[src/rtl/fsk_rx_pkg.sv]
// Shared types and defaults for the FSK receive front end.
package fsk_rx_pkg;

    localparam int DEF_SAMPLE_W = 16;
    localparam int DEF_WIN_LEN  = 32;
    localparam int DEF_FCNT_W   = 16;

    typedef enum logic {
        RUN = 1'b0,
        PAD = 1'b1
    } framer_state_t;

    typedef struct packed {
        logic [DEF_SAMPLE_W-1:0] i;
        logic [DEF_SAMPLE_W-1:0] q;
        logic                    last;
        logic                    pad;
    } iq_beat_t;

endpackage

[src/rtl/axis_skid_buffer.sv]
// Two-entry registered skid: head register drives the master side, second entry
// absorbs one beat while the head is stalled.
module axis_skid_buffer #(
    parameter int W = 34
) (
    input  logic         clock,
    input  logic         reset,
    input  logic [W-1:0] s_data_i,
    input  logic         s_valid_i,
    output logic         s_ready_o,
    output logic [W-1:0] m_data_o,
    output logic         m_valid_o,
    input  logic         m_ready_i
);

    logic         out_vld_q, out_vld_d;
    logic         skid_vld_q, skid_vld_d;
    logic [W-1:0] out_dat_q, out_dat_d;
    logic [W-1:0] skid_dat_q, skid_dat_d;
    logic         pop, push;

    assign s_ready_o = !skid_vld_q;
    assign m_data_o  = out_dat_q;
    assign m_valid_o = out_vld_q;
    assign pop       = out_vld_q && m_ready_i;
    assign push      = s_valid_i && !skid_vld_q;

    always_comb begin
        out_vld_d  = out_vld_q;
        out_dat_d  = out_dat_q;
        skid_vld_d = skid_vld_q;
        skid_dat_d = skid_dat_q;
        if (pop) begin
            // A full skid blocks pushes, so refill from skid never races a new beat.
            if (skid_vld_q) begin
                out_dat_d  = skid_dat_q;
                skid_vld_d = 1'b0;
            end else begin
                out_vld_d = push;
                if (push) out_dat_d = s_data_i;
            end
        end else if (push) begin
            if (!out_vld_q) begin
                out_vld_d = 1'b1;
                out_dat_d = s_data_i;
            end else begin
                skid_vld_d = 1'b1;
                skid_dat_d = s_data_i;
            end
        end
    end

    always_ff @(posedge clock or posedge reset) begin
        if (reset) begin
            out_vld_q  <= 1'b0;
            out_dat_q  <= '0;
            skid_vld_q <= 1'b0;
            skid_dat_q <= '0;
        end else begin
            out_vld_q  <= out_vld_d;
            out_dat_q  <= out_dat_d;
            skid_vld_q <= skid_vld_d;
            skid_dat_q <= skid_dat_d;
        end
    end

endmodule

[src/rtl/iq_window_framer.sv]
// Pairs I/Q streams, cuts them into WIN_LEN-sample windows with tlast, and
// zero-pads a window cut short by an input packet end.
module iq_window_framer
    import fsk_rx_pkg::*;
#(
    parameter int SAMPLE_W = DEF_SAMPLE_W,
    parameter int WIN_LEN  = DEF_WIN_LEN,
    parameter int FCNT_W   = DEF_FCNT_W
) (
    input  logic                  clock,
    input  logic                  reset,
    input  logic [SAMPLE_W-1:0]   s_axis_i_tdata,
    input  logic                  s_axis_i_tvalid,
    output logic                  s_axis_i_tready,
    input  logic                  s_axis_i_tlast,
    input  logic [SAMPLE_W-1:0]   s_axis_q_tdata,
    input  logic                  s_axis_q_tvalid,
    output logic                  s_axis_q_tready,
    input  logic                  s_axis_q_tlast,
    output logic [2*SAMPLE_W-1:0] m_axis_tdata,
    output logic                  m_axis_tvalid,
    input  logic                  m_axis_tready,
    output logic                  m_axis_tlast,
    output logic                  m_axis_tuser,
    output logic                  err_tlast_mismatch,
    output logic [FCNT_W-1:0]     frame_count
);

    localparam int CNT_W = $clog2(WIN_LEN);
    localparam int BW    = 2*SAMPLE_W + 2;
    localparam logic [CNT_W-1:0] CNT_LAST = CNT_W'(WIN_LEN - 1);

    framer_state_t     state_q, state_d;
    logic [CNT_W-1:0]  cnt_q, cnt_d;
    logic              err_q, err_d;
    logic [FCNT_W-1:0] fcnt_q, fcnt_d;
    logic              skid_rdy, accept, push, win_end, eff_last;
    logic [BW-1:0]     push_beat, out_beat;

    // Gated by reset so the ready outputs read 0 while reset is held.
    assign accept   = !reset && (state_q == RUN) && s_axis_i_tvalid && s_axis_q_tvalid && skid_rdy;
    assign win_end  = (cnt_q == CNT_LAST);
    assign eff_last = s_axis_i_tlast || s_axis_q_tlast;

    assign s_axis_i_tready = accept;
    assign s_axis_q_tready = accept;

    always_comb begin
        state_d   = state_q;
        cnt_d     = cnt_q;
        err_d     = err_q;
        fcnt_d    = fcnt_q;
        push      = 1'b0;
        push_beat = {win_end, 1'b0, s_axis_i_tdata, s_axis_q_tdata};
        unique case (state_q)
            RUN: begin
                push = accept;
                if (accept) begin
                    if (s_axis_i_tlast != s_axis_q_tlast) err_d = 1'b1;
                    if (eff_last && !win_end) state_d = PAD;
                end
            end
            PAD: begin
                push      = skid_rdy;
                push_beat = {win_end, 1'b1, {(2*SAMPLE_W){1'b0}}};
                if (skid_rdy && win_end) state_d = RUN;
            end
            default: state_d = RUN;
        endcase
        if (push) begin
            cnt_d = win_end ? '0 : cnt_q + CNT_W'(1);
            if (win_end) fcnt_d = fcnt_q + FCNT_W'(1);
        end
    end

    always_ff @(posedge clock or posedge reset) begin
        if (reset) begin
            state_q <= RUN;
            cnt_q   <= '0;
            err_q   <= 1'b0;
            fcnt_q  <= '0;
        end else begin
            state_q <= state_d;
            cnt_q   <= cnt_d;
            err_q   <= err_d;
            fcnt_q  <= fcnt_d;
        end
    end

    axis_skid_buffer #(.W(BW)) u_out (
        .clock     (clock),
        .reset     (reset),
        .s_data_i  (push_beat),
        .s_valid_i (push),
        .s_ready_o (skid_rdy),
        .m_data_o  (out_beat),
        .m_valid_o (m_axis_tvalid),
        .m_ready_i (m_axis_tready)
    );

    assign m_axis_tdata       = out_beat[2*SAMPLE_W-1:0];
    assign m_axis_tuser       = out_beat[2*SAMPLE_W];
    assign m_axis_tlast       = out_beat[BW-1];
    assign err_tlast_mismatch = err_q;
    assign frame_count        = fcnt_q;

endmodule

[config.mk]
export PLATFORM = sky130hd
export DESIGN_NAME = iq_window_framer
export DESIGN_NICKNAME = d
export VERILOG_FILES = /design/src/rtl/fsk_rx_pkg.sv /design/src/rtl/axis_skid_buffer.sv /design/src/rtl/iq_window_framer.sv
export SDC_FILE = /design/constraint.sdc
export NUM_CORES = 1
export LEC_CHECK = 0
export CORE_ASPECT_RATIO = 1.75
export CORE_UTILIZATION = 50
export DETAILED_ROUTE_END_ITERATION = 10
export PLACE_DENSITY = 0.78
export SYNTH_ARGS = -nofsm -noshare
export SYNTH_HDL_FRONTEND = slang
export SYNTH_SLANG_ARGS = --single-unit
[constraint.sdc]
create_clock -name clock -period 5.4 [get_ports clock]
set_input_delay 1.08 -clock clock [delete_from_list [all_inputs] [get_ports clock]]
set_output_delay 1.08 -clock clock [all_outputs]
set_load 0.01 [all_outputs]
==> reports/results.ini <==
[outcome]
outcome=completed

[logic_synthesis]
syn_nets=538
postSynth.asyncResetShare_pct=100
ys_seq_area_share_pct=49.0
synth_edf_count=0
synth_top_area_share_pct=49.0
ys.flop_type=dfrtp_1
ys.warnings.count=0
synthTopCellsByArea=dfrtp_1 49%, o21ai_0 7.0%, nand2_1 6.6%
ys_seq_elements=93
syn_area_sq_um=4750
synth_cell_types=43
synth_cells=495
syn_avg_cell_area_sq_um=9.59
synth_top_cell_by_area=dfrtp_1

[route]
met1Wirelength_mm=4.90
highest_layer=met4
antenna_left=0
drc=0
firstDrtPassIters=4
wl_mm=11.7
vias=4046
met3_length_um=379
via_per_inst=5.90
wl_met2_mm=6.19
wire_per_inst_um=17.0
first_iter_violations=357

[critical_path]
crit_end=s_axis_q_tready
crit_arrival_ns=2.89
crit_top_cell=clkdlybuf4s50_1
reg2reg_from=u_out.m_valid_o$_DFFE_PP0P_
cpPeakStageDelay_ns=0.57
crit_type=input pin to output pin
cp-startpoint=reset
cp-start-kind=input pin
reg2reg_depth=4
reg2reg_to=u_out.m_data_o[2]$_DFFE_PP0P_
r2r_slack_ns=3.11
slowest_stage=clkdlybuf4s50_1
crit_required_ns=4.32
end_kind=output pin
crit_chain=clkdlybuf4s50_1, and3b_1, nand3_1, inv_1, clkdlybuf4s50_1
critPathMaxFanout=5

[timing]
timing.final.crit_share_pct=73.6
hold_violations=0
setup_violations=0
tightest_slew_ns=1.17
drv_slew=0
rsz0062_at_grt=no
max_freq_mhz=252
maxSlewHeadroom_pct=22.3
setup_tns_ns=0
skew_ns=0.00500
period_minus_slack_ns=3.97

[die]
die_area_sq_um=9910
chipHeight_um=131
num_rows=46
pin_count=93
die_x_um=75.7
start_util_pct=51.9
core_sq_um=9150

[cells_and_area]
mostFrequentLayoutCell=dfrtp_1
final_nets=605
antennaDiodeCount=0
layout_common_cells=93 x dfrtp_1, 91 x clkdlybuf4s50_1, 83 x nand2_1
fin_area_sq_um=5930
area_growth_pct=24.9
fill_cells=760
final_util_pct=64.8
drive_gt1_share_pct=6.18

[clock_network]
cts.sinks=93
numCtsBuffers=9
path_clk_slew_ns=0.06
ctsResizeCount=0
cts_tree=built
postCtsHoldBufs=0
clk_path_buf_depth=2
root_buffer=clkbuf_16
worstSkewPairLatency_ns=0.34
post_cts_buffers=0
htree_levels=3

[job]
maxCapViolations=0

[power]
pwr_density_cell_nw_per_um2=223
power.leakage_nw=2.48
irDropWorstVdd_mv=0.160

[place]
place_area_sq_um=5670
port_buffers=92
hpwlAfterDp_mm=7.17
gp_congestion=0.744

[min_path]
whs_path_depth=1
hp-class=flip-flop to flip-flop

[grt]
antenna_found_initial=0
grt_pass1_wl_mm=19.0
grt_start_max_net_pins=94
grt_pass1_vias=3920
gr-total-overflow=0
grt.total_usage_pct=25.3

## state kept, by name, summed over array words and instances (netlist names)
| signal | cells |
|---|---|
| u_out.m_data_o | 34 |
| u_out.skid_dat_q | 34 |
| u_out.skid_vld_q | 1 |
| u_out.m_valid_o | 1 |
| cnt_q | 5 |
| state_q | 1 |
| frame_count | 16 |
| err_tlast_mismatch | 1 |
## cell type report
type,count,area (sq um),area share (%)
flip-flops and latches,93,2330,39.2
multi-input cells,352,2190,37.0
repair buffers,99,968,16.3
clock buffers,14,254,4.28
well taps,120,150,2.53
inverters,7,28.8,0.485
clock inverters,1,7.51,0.127
## stage by stage
step / power, mW / worst slack [ns] / std cells / hold WS (ns)
CTS: 1.33 / 1.41 / 686 / 0.469
finish: 1.32 / 1.43 / 686 / 0.469
global placement: 0.763 / 1.45 / 671 / 0.441
floorplan: 0.729 / 1.90 / 495 / 0.452
global route: 1.36 / 1.33 / 686 / 0.493
detailed placement: 0.764 / 1.43 / 671 / 0.455
## routing by layer
metal	track usage (%)	vias to the layer above
met5	0	-
met4	9.37	0
met3	3.68	13
met2	44.3	106
met1	31.0	1999
li1	-	1928
## report_power, final
group          switching (mW)  leakage (nW)  internal [mW]  total [mW]
combinational          0.0273          1.12         0.0257      0.0530
sequential                  0          1.24          0.697       0.697
clock                   0.249         0.123          0.323       0.572
## cell families after synthesis
| logic type | count (synthesis) | synth area share [%] |
|---|---|---|
| AND/OR/NAND/NOR | 184 | 20.9 |
| XOR/XNOR | 15 | 2.77 |
| buffers and inverters | 50 | 5.03 |
| flip-flops | 93 | 49.0 |
| multiplexers | 1 | 0.237 |
| adder cells (fa/ha/maj) | 4 | 1.05 |
| AO/OA/AOI/OAI | 148 | 21.0 |
## worst min-delay path by stage
| stage | startpoint | endpoint | slack, ns |
|---|---|---|---|
| 2_1_floorplan | cnt_q[4]$_DFFE_PP0N_ | cnt_q[4]$_DFFE_PP0N_ | 0.45 |
| 3_3_place_gp | err_tlast_mismatch$_DFFE_PP0P_ | err_tlast_mismatch$_DFFE_PP0P_ | 0.44 |
| 3_5_place_dp | err_tlast_mismatch$_DFFE_PP0P_ | err_tlast_mismatch$_DFFE_PP0P_ | 0.46 |
| 4_1_cts | err_tlast_mismatch$_DFFE_PP0P_ | err_tlast_mismatch$_DFFE_PP0P_ | 0.47 |
| 5_1_grt | frame_count[15]$_DFFE_PP0P_ | frame_count[15]$_DFFE_PP0P_ | 0.49 |
| 6_report | err_tlast_mismatch$_DFFE_PP0P_ | err_tlast_mismatch$_DFFE_PP0P_ | 0.47 |
## synth_stat cells (all sizes together), types with 5 or more instances
| cell type | count |
|---|---|
| dfrtp | 93 |
| nand2 | 83 |
| o21ai | 71 |
| and3 | 36 |
| o211ai | 34 |
| nor2b | 33 |
| o311ai | 32 |
| buf | 23 |
| clkbuf | 20 |
| nand3 | 10 |
| xor2 | 8 |
| inv | 7 |
| xnor2 | 7 |
| nand4 | 5 |
## worst max-delay path: cells and delay by family
kind	cells	cell delay, ns
buffers and inverters	3	1.21
AND/OR/NAND/NOR	2	0.59
No activity file was read; power rests on OpenSTA's default activity.
